[src/rtl/ce_strobe_pkg.sv]
// Shared types and default widths for the clock-enable strobe generator.
// No logic; compile before any file that imports it.
// Not applicable (no datapath).
package ce_strobe_pkg;

    localparam int DEF_DIV_W = 8;
    localparam int DEF_CNT_W = 8;

    typedef enum logic [1:0] {
        IDLE   = 2'd0,
        RUN    = 2'd1,
        FINISH = 2'd2
    } state_t;

endpackage

[src/rtl/ce_div_counter.sv]
// Loadable down-counter that sets the strobe period; load wins over decrement.
// Latency: the new count is visible one cycle after load/dec.
// No backpressure; the parent drives load/dec every cycle.
module ce_div_counter #(
    parameter int W = 8
) (
    input  logic         ck,
    input  logic         rst_n,
    input  logic         load,
    input  logic [W-1:0] load_val,
    input  logic         dec,
    output logic         zero
);

    logic [W-1:0] cnt;

    // Count register: reload takes priority, otherwise step down by one.
    always_ff @(posedge ck or negedge rst_n) begin
        if (!rst_n) begin
            cnt <= '0;
        end else if (load) begin
            cnt <= load_val;
        end else if (dec) begin
            cnt <= cnt - 1'b1;
        end
    end

    assign zero = (cnt == '0);

endmodule

[src/rtl/ce_strobe_gen.sv]
// Burst generator of clock-enable strobes (SP) plus gated data (D) for a downstream enable-flop.
// Latency: first SP DIV+1 cycles after the START edge; BUSY/DONE lag the state by one cycle.
// No backpressure: START is ignored while busy, ABORT always wins.
module ce_strobe_gen
    import ce_strobe_pkg::*;
#(
    parameter int DIV_W = DEF_DIV_W,
    parameter int CNT_W = DEF_CNT_W
) (
    input  logic             CK,
    input  logic             RSTN,
    input  logic             START,
    input  logic             ABORT,
    input  logic [DIV_W-1:0] DIV,
    input  logic [CNT_W-1:0] NPULSE,
    input  logic             DIN,
    output logic             SP,
    output logic             D,
    output logic             BUSY,
    output logic             DONE
);

    state_t           state;
    state_t           state_nxt;
    logic [DIV_W-1:0] div_sh;
    logic [CNT_W-1:0] npulse_sh;
    logic [CNT_W-1:0] pcnt;
    logic [CNT_W-1:0] pcnt_inc;
    logic             start_acc;
    logic             strobe;
    logic             last;
    logic             cnt_zero;
    logic             cnt_load;
    logic             cnt_dec;
    logic [DIV_W-1:0] cnt_load_val;
    logic             sp_r;
    logic             d_r;
    logic             busy_r;
    logic             done_r;

    assign pcnt_inc = pcnt + 1'b1;

    // The period counter is reloaded on a fresh start (live DIV) or after each strobe (shadow DIV).
    assign cnt_load     = start_acc | strobe;
    assign cnt_load_val = start_acc ? DIV : div_sh;
    assign cnt_dec      = (state == RUN) && !cnt_zero;

    ce_div_counter #(
        .W (DIV_W)
    ) u_period (
        .ck       (CK),
        .rst_n    (RSTN),
        .load     (cnt_load),
        .load_val (cnt_load_val),
        .dec      (cnt_dec),
        .zero     (cnt_zero)
    );

    // State register.
    always_ff @(posedge CK or negedge RSTN) begin
        if (!RSTN) begin
            state <= IDLE;
        end else begin
            state <= state_nxt;
        end
    end

    // Next-state decode; ABORT overrides everything, including a simultaneous START.
    always_comb begin
        state_nxt = state;
        start_acc = 1'b0;
        strobe    = 1'b0;
        last      = 1'b0;
        if (ABORT) begin
            state_nxt = IDLE;
        end else begin
            case (state)
                IDLE: begin
                    if (START) begin
                        start_acc = 1'b1;
                        state_nxt = RUN;
                    end
                end
                RUN: begin
                    if (cnt_zero) begin
                        strobe = 1'b1;
                        // NPULSE of zero means run forever; the counter just wraps.
                        last   = (npulse_sh != '0) && (pcnt_inc == npulse_sh);
                        if (last) begin
                            state_nxt = FINISH;
                        end
                    end
                end
                FINISH: begin
                    state_nxt = IDLE;
                end
                default: begin
                    state_nxt = IDLE;
                end
            endcase
        end
    end

    // Shadow copies of the burst setup and the issued-strobe count.
    always_ff @(posedge CK or negedge RSTN) begin
        if (!RSTN) begin
            div_sh    <= '0;
            npulse_sh <= '0;
            pcnt      <= '0;
        end else if (start_acc) begin
            div_sh    <= DIV;
            npulse_sh <= NPULSE;
            pcnt      <= '0;
        end else if (strobe) begin
            pcnt      <= pcnt_inc;
        end
    end

    // Registered outputs; D only moves on a strobe edge so it lines up with SP downstream.
    always_ff @(posedge CK or negedge RSTN) begin
        if (!RSTN) begin
            sp_r   <= 1'b0;
            d_r    <= 1'b1;
            busy_r <= 1'b0;
            done_r <= 1'b0;
        end else begin
            sp_r   <= strobe;
            busy_r <= !ABORT && (state != IDLE);
            done_r <= !ABORT && (state == FINISH);
            if (strobe) begin
                d_r <= DIN;
            end
        end
    end

    assign SP   = sp_r;
    assign D    = d_r;
    assign BUSY = busy_r;
    assign DONE = done_r;

endmodule

[config.mk]
export PLATFORM = sky130hd
export DESIGN_NAME = ce_strobe_gen
export DESIGN_NICKNAME = d
export VERILOG_FILES = /design/src/rtl/ce_strobe_pkg.sv /design/src/rtl/ce_div_counter.sv /design/src/rtl/ce_strobe_gen.sv
export SDC_FILE = /design/constraint.sdc
export NUM_CORES = 1
export LEC_CHECK = 0
export ABC_AREA = 1
export CAP_MARGIN = 40
export CELL_PAD_IN_SITES_DETAIL_PLACEMENT = 0
export CELL_PAD_IN_SITES_GLOBAL_PLACEMENT = 1
export CORE_ASPECT_RATIO = 1.1
export CORE_UTILIZATION = 42
export CTS_BUF_LIST = sky130_fd_sc_hd__clkbuf_2
export CTS_CLUSTER_DIAMETER = 200
export DETAILED_ROUTE_END_ITERATION = 7
export GPL_TIMING_DRIVEN = 0
export PLACE_DENSITY_LB_ADDON = 0.1
export SLEW_MARGIN = 20
export SYNTH_ARGS = -nofsm -noshare
export SYNTH_HDL_FRONTEND = slang
export SYNTH_SLANG_ARGS = --single-unit
[constraint.sdc]
create_clock -name CK -period 1.79 [get_ports CK]
set_input_delay 0.358 -clock CK [delete_from_list [all_inputs] [get_ports CK]]
set_output_delay 0.358 -clock CK [all_outputs]
set_load 0.1 [all_outputs]
Word-level counts from Yosys, hierarchy flattened --
Index checks and enable logic that the tools add are counted.
Word-level totals: bits in registers 38, logic and storage cells 47
Cells by class: add/subtract/negate cells 2, eq/ne operators 6, muxes and demuxes 16, bitwise operators 1, reduce and logical (&&, ||, !) cells 13
Operators with widths (number):
- two-way mux 8 bit | 5
- adder 8 x 1 -> 8 bit, second input constant | 1
- equality test 8 bit | 1
- zero test 8 bit | 1
- two-way mux 2 bit | 4
- nonzero test 8 bit | 1
- subtractor 8 x 1 -> 8 bit, second input constant | 1
- two-way mux 1 bit | 6
- != test 3 bit, second input constant | 2
- nonzero test 2 bit | 3
- logical AND 1 bit | 4
- one-hot mux 2 bit (2 select lines) | 1
- != test 3 x 2 -> 1 bit, second input constant | 1
- AND reduction 3 bit | 1
- equality test 2 x 1 -> 1 bit, second input constant | 1
- equality test 2 bit, second input constant | 1
- zero test 1 bit | 2
- zero test 2 bit | 1
- OR 1 bit | 1

Longest topological paths before layout --
Gate-level depths: netlist (run 1).
word-level depth 7, depth in mapped cells 12, gate-level depth less buffers 12

Hierarchy --
Synthesis (run 1) repeated with hierarchy kept, for this count alone.
Second synthesis, totals: cell total of the unflattened synthesis 272, area, all modules 2067.0 µm²
By module, submodules not included:
- ce_strobe_gen | times used 1, cells an instance 199, area an instance 1526.5 µm²
- ce_div_counter | times used 1, cells an instance 73, area an instance 540.5 µm²

Worst setup path before layout (run 1) --
OpenSTA, ideal clock, no wires.
kind flip-flop to flip-flop, from reg u_period.cnt[0], to reg u_period.cnt[7], setup time 0.116 ns, arrival time 1.441 ns, required time 1.674 ns, path slack 0.232 ns, cell stages (with the launch flop) 11, path buffers 1, clock period less this slack 1.558 ns, path through dfrtp_1 -> inv_1 -> ha_1 -> nand3_2 -> nor3_4 -> nand2_2 -> nand2_4 -> buf_6 -> nand2_1 -> nand2_1 -> nand2_1
Between the ends: word-level cells in the longest chain between the ends 6, elaborated cells on any way between the ends 11, classes of those cells add/sub: 1; mux: 5; bitwise: 1; reduce/logical: 4
Ends and longest elaborated chain:
- from (decl) | line ce_div_counter.sv:15 | logic [W-1:0] cnt;
- from (signal assigned) | line ce_div_counter.sv:22 | cnt <= load_val;
- from (signal assigned) | line ce_div_counter.sv:24 | cnt <= cnt - 1'b1;
- parallel branches: the longest is 6 deep, another holds subtractor 8 x 1 -> 8 bit
Parallel ways; which one is timed is not known. The select of a mux whose other input is x is not followed. A chain may end at the register's enable or synchronous reset.

Worst setup path in the final report (run 1) --
from reg pcnt[0], to reg state[0]
Between the ends: word-level cells in the longest chain between the ends 5
Ends and longest elaborated chain:
- from (decl) | line ce_strobe_gen.sv:27 | logic [CNT_W-1:0] pcnt;
- from (signal assigned) | line ce_strobe_gen.sv:115 | pcnt <= pcnt_inc;
- adder 8 x 1 -> 8 bit | line ce_strobe_gen.sv:41 | assign pcnt_inc = pcnt + 1'b1;
- equality test 8 bit | line ce_strobe_gen.sv:88 | last = (npulse_sh != '0) && (pcnt_inc == npulse_sh);
- logical AND 1 bit | line ce_strobe_gen.sv:88
- != test 3 x 2 -> 1 bit (no line)
- AND reduction 3 bit (no line)
- to (signal assigned) | line ce_strobe_gen.sv:64 | state <= state_nxt;
- to (decl) | line ce_strobe_gen.sv:23 | state_t state;
No other way between the ends.

==> results of run 1 <==
-- layout make-up --
class | count | area [um2] | share of cell area
well taps | 56 | 70.1 | 0.0277
repair buffers | 29 | 335 | 0.133
clock buffers | 7 | 35.0 | 0.0138
clock inverters | 1 | 3.75 | 0.00148
multi-input cells | 184 | 951 | 0.376
flip-flops and latches | 38 | 952 | 0.376
plain buffers | 7 | 51.3 | 0.0203
inverters | 35 | 131 | 0.0519
-- power by group through the flow --
stage	clock network (mW)	registers [mW]	logic, mW
floorplan	0	1.22	0.504
global placement	0	1.18	0.733
detailed placement	0	1.18	0.782
CTS	0.397	1.17	0.803
global route	0.432	1.19	0.925
finish	0.379	1.17	0.812
-- how the worst max path moves through the flow --
| stage | end | slack [ps] |
|---|---|---|
| 2_1_floorplan | u_period.cnt[7] | 230 |
| 3_3_place_gp | div_sh[7] | -600 |
| 3_5_place_dp | u_period.cnt[3] | -180 |
| 4_1_cts | u_period.cnt[0] | 30 |
| 5_1_grt | state[0] | -20 |
| 6_report | state[0] | 140 |
-- layout by cell type (no fill, tap or decap), types with 2 or more instances in the layout --
master,n
sky130_fd_sc_hd__nand2_1,78
sky130_fd_sc_hd__dfrtp_1,37
sky130_fd_sc_hd__inv_1,33
sky130_fd_sc_hd__nor2_1,21
sky130_fd_sc_hd__nand3_1,20
sky130_fd_sc_hd__clkdlybuf4s50_1,19
sky130_fd_sc_hd__o21ai_0,15
sky130_fd_sc_hd__a21oi_1,13
sky130_fd_sc_hd__clkbuf_2,8
sky130_fd_sc_hd__nor2_2,6
sky130_fd_sc_hd__buf_2,5
sky130_fd_sc_hd__nand4_1,4
sky130_fd_sc_hd__xnor2_1,4
sky130_fd_sc_hd__buf_12,4
sky130_fd_sc_hd__o21ai_1,3
sky130_fd_sc_hd__nor2_4,3
sky130_fd_sc_hd__o211ai_1,3
sky130_fd_sc_hd__buf_4,3
sky130_fd_sc_hd__inv_2,2
sky130_fd_sc_hd__xor2_1,2
sky130_fd_sc_hd__ha_4,2
-- routing by layer --
metal | GRT usage | vias to the layer above | wire [um]
li1 | - | 915 | -
met4 | 0.0556 | 0 | 51
met1 | 0.235 | 797 | 1990
met2 | 0.364 | 24 | 2310
met5 | 0 | - | 0
met3 | 0.0545 | 5 | 126
-- what timing repair did --
| action | in CTS | in global routing |
|---|---|---|
| hold buffers | 1 | 0 |
| pin swaps | 1 | 3 |
| setup endpoints to repair | 7 | 13 |
| hold endpoints to repair | 18 | 0 |
| gates resized for setup | 8 | 9 |
| buffers inserted | 2 | 1 |
-- logic make-up (layout without fill, tap and decap cells) --
kind of cell / count (synthesis) / in the layout / synth area share
AND/OR/NAND/NOR: 138 / 138 / 0.299
adder cells (fa/ha/maj): 2 / 2 / 0.0123
buffers and inverters: 42 / 79 / 0.0878
XOR/XNOR: 6 / 6 / 0.0258
AO/OA/AOI/OAI: 36 / 36 / 0.0952
flip-flops: 38 / 38 / 0.467
multiplexers: 2 / 2 / 0.0129
-- metrics by stage --
step	hold slack, ps	worst slack, ps
after detailed placement	346	-182
after global routing	435	-17.2
after global placement	462	-600
after floorplan	62.4	232
final	422	139
after CTS	419	30.2
-- state kept, by name, summed over array words and instances (netlist names) --
| register | flops |
|---|---|
| div_sh | 8 |
| npulse_sh | 8 |
| pcnt | 8 |
| u_period.cnt | 8 |
| state | 2 |
| BUSY | 1 |
| D | 1 |
| DONE | 1 |
| SP | 1 |
==> results by stage, run 1 <==
Synth:
- The number of flops mapped to enable cells by yosys is 0.
- The post-synthesis sequential element count is 38.
- Ranked by total cell area, the synthesized netlist is headed by sky130_fd_sc_hd__dfrtp_1 (45%), sky130_fd_sc_hd__nand2_1 (14%), sky130_fd_sc_hd__inv_1 (6.3%).
- The most common cell in the synthesized netlist is sky130_fd_sc_hd__nand2_1.
- Counting instances in the post-synthesis netlist gives the leading cell types as sky130_fd_sc_hd__nand2_1 (78), sky130_fd_sc_hd__dfrtp_1 (37), sky130_fd_sc_hd__inv_1 (34), sky130_fd_sc_hd__nor2_1 (25), sky130_fd_sc_hd__nand3_1 (20).
- Dividing the synthesized area by the synthesized cell count gives 7.72 um2.
- The most used flip-flop cell after synthesis is sky130_fd_sc_hd__dfrtp_1.
- The synthesized design spends more area on one cell type than any other, namely sky130_fd_sc_hd__dfrtp_1.
- The portion of the post-synthesis area used by sequential elements is 0.467.
- The summed instance area of the synthesized netlist is about 2000 um2.
- The number of warnings reported in the yosys synthesis log is 0.
- Synthesis produced a netlist with a net count of around 290.
- The post-synthesis cell type count is 30.
- The share of synthesized area in the top cell type comes to 0.455.
- For this run, asynchronously set or reset flops after synthesis account for 1.00.
- The cell count after synthesis is between 200 and 300.

Final layout:
- The count of fill cells added during filler insertion is between 400 and 500.
- After the last flow step, the layout net total stands at about 320.
- The share of the core filled with cells is 0.544.
- After routing the design area is roughly 2500 um2.
- Of the cells placed in the final design, the portion with a size suffix greater than 1 is 0.150.
- The number of diodes added for antenna fixing is 0.
- Compared with the post-synthesis result, the final layout area differs by 24.2%.
- After the flow finishes, the layout carries non-filler instances totaling 357.

Routing:
- For this block, the initial DRC count from the detailed router was 108.
- The first TritonRoute pass finished after 4 iterations.
- The number of vias after detailed routing is 1741.
- The final wirelength is 4480 um.
- The average wire length per cell after detail routing is ~13 um.
- Dividing the detail-routed via count by the number of cells gives 4.88.
- The final routed DRC violation total is 0.
- Once detail routing completed, the nets flagged for antenna violations numbered 0.

Power and ir drop:
- The internal power of the cells totals 1.49 mW.
- The final total power is 2.36 mW.
- The clock network fraction of design power is 0.160.
- Of the total power, the share spent switching nets is 0.368.
- Across the VDD grid, the largest voltage drop is 0.000592 V.
- The reported leakage power is 1.20 nW.
- Of the total power, registers draw 0.496.
- Summed over all nets, the switching power comes to approximately 0.87 mW.
- Power spread over the standard cell area amounts to 934 nW/um2.
- Of the total power, combinational logic draws 0.343.

Setup path:
- The required time of the worst setup path is between 2000 and 2500 ps.
- STA classifies the critical path startpoint as a flip-flop.
- The first element of the critical path is pcnt[0].
- The number of cells on the worst reg-to-reg path is 12.
- The nature of the critical path endpoint is a flip-flop.
- Along the worst path, the maximum fanout reaches 3.
- The worst register-to-register path begins at pcnt[0].
- The total buffers and inverters traversed by the critical path is 1.
- The worst register-to-register path ends at state[0].
- The most repeated library cell on the critical path is sky130_fd_sc_hd__nand2_1.
- Traced cell by cell, the critical path runs through ha_4 > inv_1 > nand2_1 > nand2_1 > nor2_1 > nand2_1 > nor2_2 > nand2_1 > nor2_2 > nand2_1 > nand2_1 > nand2_1.
- The reg2reg setup slack is 140 ps.
- The cell depth of the worst setup path is 12.
- The worst-path cell with the longest stage delay is sky130_fd_sc_hd__dfrtp_1.
- The biggest cell delay along the critical path is about 470 ps.
- The data arrival time at the worst-slack endpoint is 1930 ps.
- The critical path in this run is classified as flip-flop to flip-flop.
- In this design, the largest share of critical-path delay is due to simple AND/OR/NAND/NOR gates.

Clock tree:
- Counting every sink on the clock net gives 38.
- The clock passes through at most 2 buffers.
- TritonCTS built the clock tree.
- The clock buffer count from CTS is 5.
- The buffer type at the clock tree root is sky130_fd_sc_hd__clkbuf_2.
- The clock slew seen by the registers of the worst setup and hold paths is around 200 ps.
- The H-tree depth is 2.
- The clock reaches the later pin of the worst-skew pair after 390 ps.

Global routing:
- The via count of the first global-routing pass is 1676.
- For this run, the total global-route usage over all layers was measured as 0.203.
- Entering global routing, the biggest net connects 21 pins.
- The initial antenna violation count was 0.
- The first global-routing pass estimated around 7600 um of wire.
- Global routing finished with a remaining overflow of 0.

Floorplan:
- The die is 75.0 um tall.
- Pin placement for this block handled 25 I/O pins.
- The total area inside the core boundary comes to 4650 um2.
- The width of the die is around 68 um.
- The initial standard-cell utilization of the core is 0.438.
- The die area is 5130 um2.
- The count of standard-cell rows is 26.

Place:
- Detailed placement finished with a half-perimeter wire length of 3350 um.
- The number of instances in the placed design is 349.
- Once placement finished, the instance area stood at between 2000 and 2500 um2.
- The placer's final routability congestion estimate is 0.811.
- The number of buffer cells added on primary ports is 24.

Timing:
- The number of endpoints failing setup at the final stage is 0.
- Measured against its own limit, the worst slew margin works out to 0.678.
- The clock skew is 28.9 ps.
- The highest achievable clock rate is 606 MHz.
- The hold violation total from the final report is 0.
- The number of pins with negative max-slew slack in the final report was 0.
- The final critical delay including setup and external delays is 1650 ps.
- The period utilization is 0.922.
- The worst-margin pin slew is 482 ps.
- Setup repair after global routing could not meet its margin everywhere.
- Setup total negative slack on the finished layout was measured at 0 ps.

Worst hold path:
- The worst hold path belongs to the class input port to asynchronous set/reset pin.

Job:
- The number of max-cap violations is 0.

Outcome:
- The flow ran to the end, and the final reports show no timing, DRC or antenna violations.
Power figures use the tool's default switching activity.
==> run 2, diff against run 1 <==
==> constraint.sdc (replaced) <==
create_clock -name CK -period 1.79 [get_ports CK]
set_input_delay 0.358 -clock CK [delete_from_list [all_inputs] [get_ports CK]]
set_output_delay 0.358 -clock CK [all_outputs]
set_load 0.02 [all_outputs]
==> results by stage, run 2 (synthesized netlist as in run 1, its figures left out) <==
Outcome:
- The flow ran to the end, and the final reports show no timing, DRC or antenna violations.

Final layout:
- Relative to the synthesized area, the layout overhead comes to 25.1%.
- The ratio of cells with drive above 1 in the final layout is 0.157.
- In the final layout, flip-flops and latches occupy 952 um2.
- The multi-input logic area is 961 um2.
- The filler cells instantiated in the layout total between 400 and 500.
- The library cell used most frequently in the layout, excluding fill and tap cells, is sky130_fd_sc_hd__nand2_1.
- Once layout is complete, the utilization of the core stands at 0.548.
- The repair_antennas step left the layout with diodes totalling 0.
- In the layout the commonest cells are sky130_fd_sc_hd__nand2_1 (76), sky130_fd_sc_hd__dfrtp_1 (37), sky130_fd_sc_hd__inv_1 (32), sky130_fd_sc_hd__nor2_1 (22), sky130_fd_sc_hd__clkdlybuf4s50_1 (22).
- In the final design database the tool counted 328 nets.
- The final cell area excluding filler cells is 2550 um2.

Clock tree:
- After clock tree synthesis, the clock-pin slew on the worst setup and hold paths is 200 ps.
- The total number of clock tree sinks is 38.
- No sink is reached through more buffers than the 2 on the longest clock path.
- The H-tree depth is 2.
- At the later pin of the worst-skew pair, clock insertion delay measures 390 ps.
- The clock buffer count from CTS is 5.
- The buffer type at the clock tree root is sky130_fd_sc_hd__clkbuf_2.
- TritonCTS built the clock tree.

Setup path:
- The maximum net fanout on the critical path is 1.
- By startpoint and endpoint, the worst setup path is classified as flip-flop to output port.
- Data on the critical path arrives at its endpoint at 1350 ps.
- The worst-path cell with the longest stage delay is sky130_fd_sc_hd__clkdlybuf4s50_1.
- The total buffers and inverters traversed by the critical path is 1.
- The family with the most delay on the worst path is buffers and inverters.
- In this design, the stage delay of the slowest critical-path cell is ~590 ps.
- The nature of the critical path endpoint is an output port.
- The worst setup path is launched from a flip-flop.
- Data on the critical path is required at its endpoint by 1430 ps.
- The critical path goes through clkdlybuf4s50_1.

Timing:
- The number of pins with negative max-slew slack in the final report came to 0.
- The highest achievable clock rate is 587 MHz.
- The period utilization is 0.952.
- Setup repair after global routing could not meet its margin everywhere.
- The hold violation total from the final report is 0.
- The worst-margin pin slew is 466 ps.
- The final critical delay including setup and external delays is 1700 ps.
- Headroom to the max-slew limit came out at 0.688.
- Setup violations remaining at the end of the flow were counted as 0.
- The clock skew is 20.1 ps.

Floorplan:
- The die area is approximately 5100 um2.
- In this run the core area contains 26 standard-cell rows.
- The core area is 4650 um2.
- The I/O pin count is 25.
- For this configuration, the core starts out at a cell density of 0.438.
- The width of the die is a little under 70 um.
- The vertical extent of the die is 75.0 um.

Global routing:
- Across every metal layer, demand over resource in global routing totals 0.199.
- The initial antenna violation count is 0.
- The via count of the first global-routing pass came to 1632.
- The global-route wire length before repair is between 7000 and 8000 um.
- The total overflow left after global routing is 0.
- Entering global routing, the biggest net connects 21 pins.

Power and ir drop:
- The highest ir drop seen on vdd is 0.000554 V.
- The reported leakage power is approximately 1.2 nW.
- The power per cell area is 919 nW/um2.

Job:
- The number of max-cap violations is 0.

Routing:
- Dividing the detail-routed wire length by the instance count gives 12.6 um.
- The final wirelength is 4560 um.
- The via-per-instance ratio is 4.86.
- The number of vias after detailed routing is around 1800.
- For this run, design rule violations remaining after detail routing come to 0.
- The length of the first detailed-routing pass in iterations is 5.
- The number of design-rule violations left by the first detailed-router iteration is 81.
- The count of nets left with antenna violations once routing finished came out at 0.

Worst hold path:
- The path category of the worst min-delay check is input port to asynchronous set/reset pin.

Place:
- Detailed placement ended at an HPWL of 3320 um.
- The placer's final routability congestion estimate is around 0.81.
- In this run the tool buffered the top-level ports with 24 buffer cells.
- The post-placement cell area is between 2000 and 2500 um2.
[run 2: changes by cell type in the layout (fill, tap and decap cells not counted), sizes merged]
cell           before  now
buf                15   16
clkbuf              8    7
clkdlybuf4s50      19   22
clkinv              1    2
dlygate4sd2         0    1
[run 2: repair_timing]
item,CTS,global route
hold buffers,1,0
gates resized for setup,5,12
setup endpoints to repair,4,14
hold endpoints to repair,18,0
pin swaps,1,10
setup buffers,2,6
[run 2: worst paths after layout]
| kind | start | endpoint | slack, ps | depth (start not counted) |
|---|---|---|---|---|
| setup / recovery | SP | SP | 90 | 1 |
| hold / removal | RSTN | npulse_sh[1] | 410 | 2 |
| setup reg to reg | u_period.cnt[0] | pcnt[7] | 130 | 9 |
| hold reg to reg | D | D | 480 | 2 |
| max in group asynchronous | RSTN | D | 810 | 3 |
| min in group CK | DIN | D | 460 | 3 |
[run 2: power breakdown]
group          leakage (nW)  switching [mW]  internal [mW]
logic                 0.712           0.422          0.374
clock network        0.0304           0.282         0.0961
registers             0.468           0.140           1.03
[run 2: area by class of cell]
class	instances	share of cell area
Clock buffer	6	0.0118
Timing Repair Buffer	34	0.135
Tap cell	56	0.0275
Sequential cell	38	0.374
Buffer	7	0.0201
Inverter	35	0.0515
Clock inverter	2	0.00344
Multi-Input combinational cell	184	0.377
[run 2: per-layer routing]
layer	vias up	wire length, um	GRT usage
met1	817	1990	0.225
met2	21	2380	0.362
met3	5	129	0.0500
li1	915	-	-
met4	0	63	0.0625
met5	-	0	0
[run 2: metrics by stage]
step | hold WS, ps | TNS (ps) | std cells | setup slack (ps) | total power, mW
6_report | 413 | 0 | 362 | 85.5 | 2.34
5_1_grt | 436 | -13.2 | 362 | -13.2 | 2.53
4_1_cts | 413 | 0 | 356 | 18.5 | 2.29
3_5_place_dp | 347 | -2140 | 345 | -190 | 1.88
3_3_place_gp | 462 | -24710 | 344 | -600 | 1.86
2_1_floorplan | 62.4 | 0 | 264 | 232 | 1.67
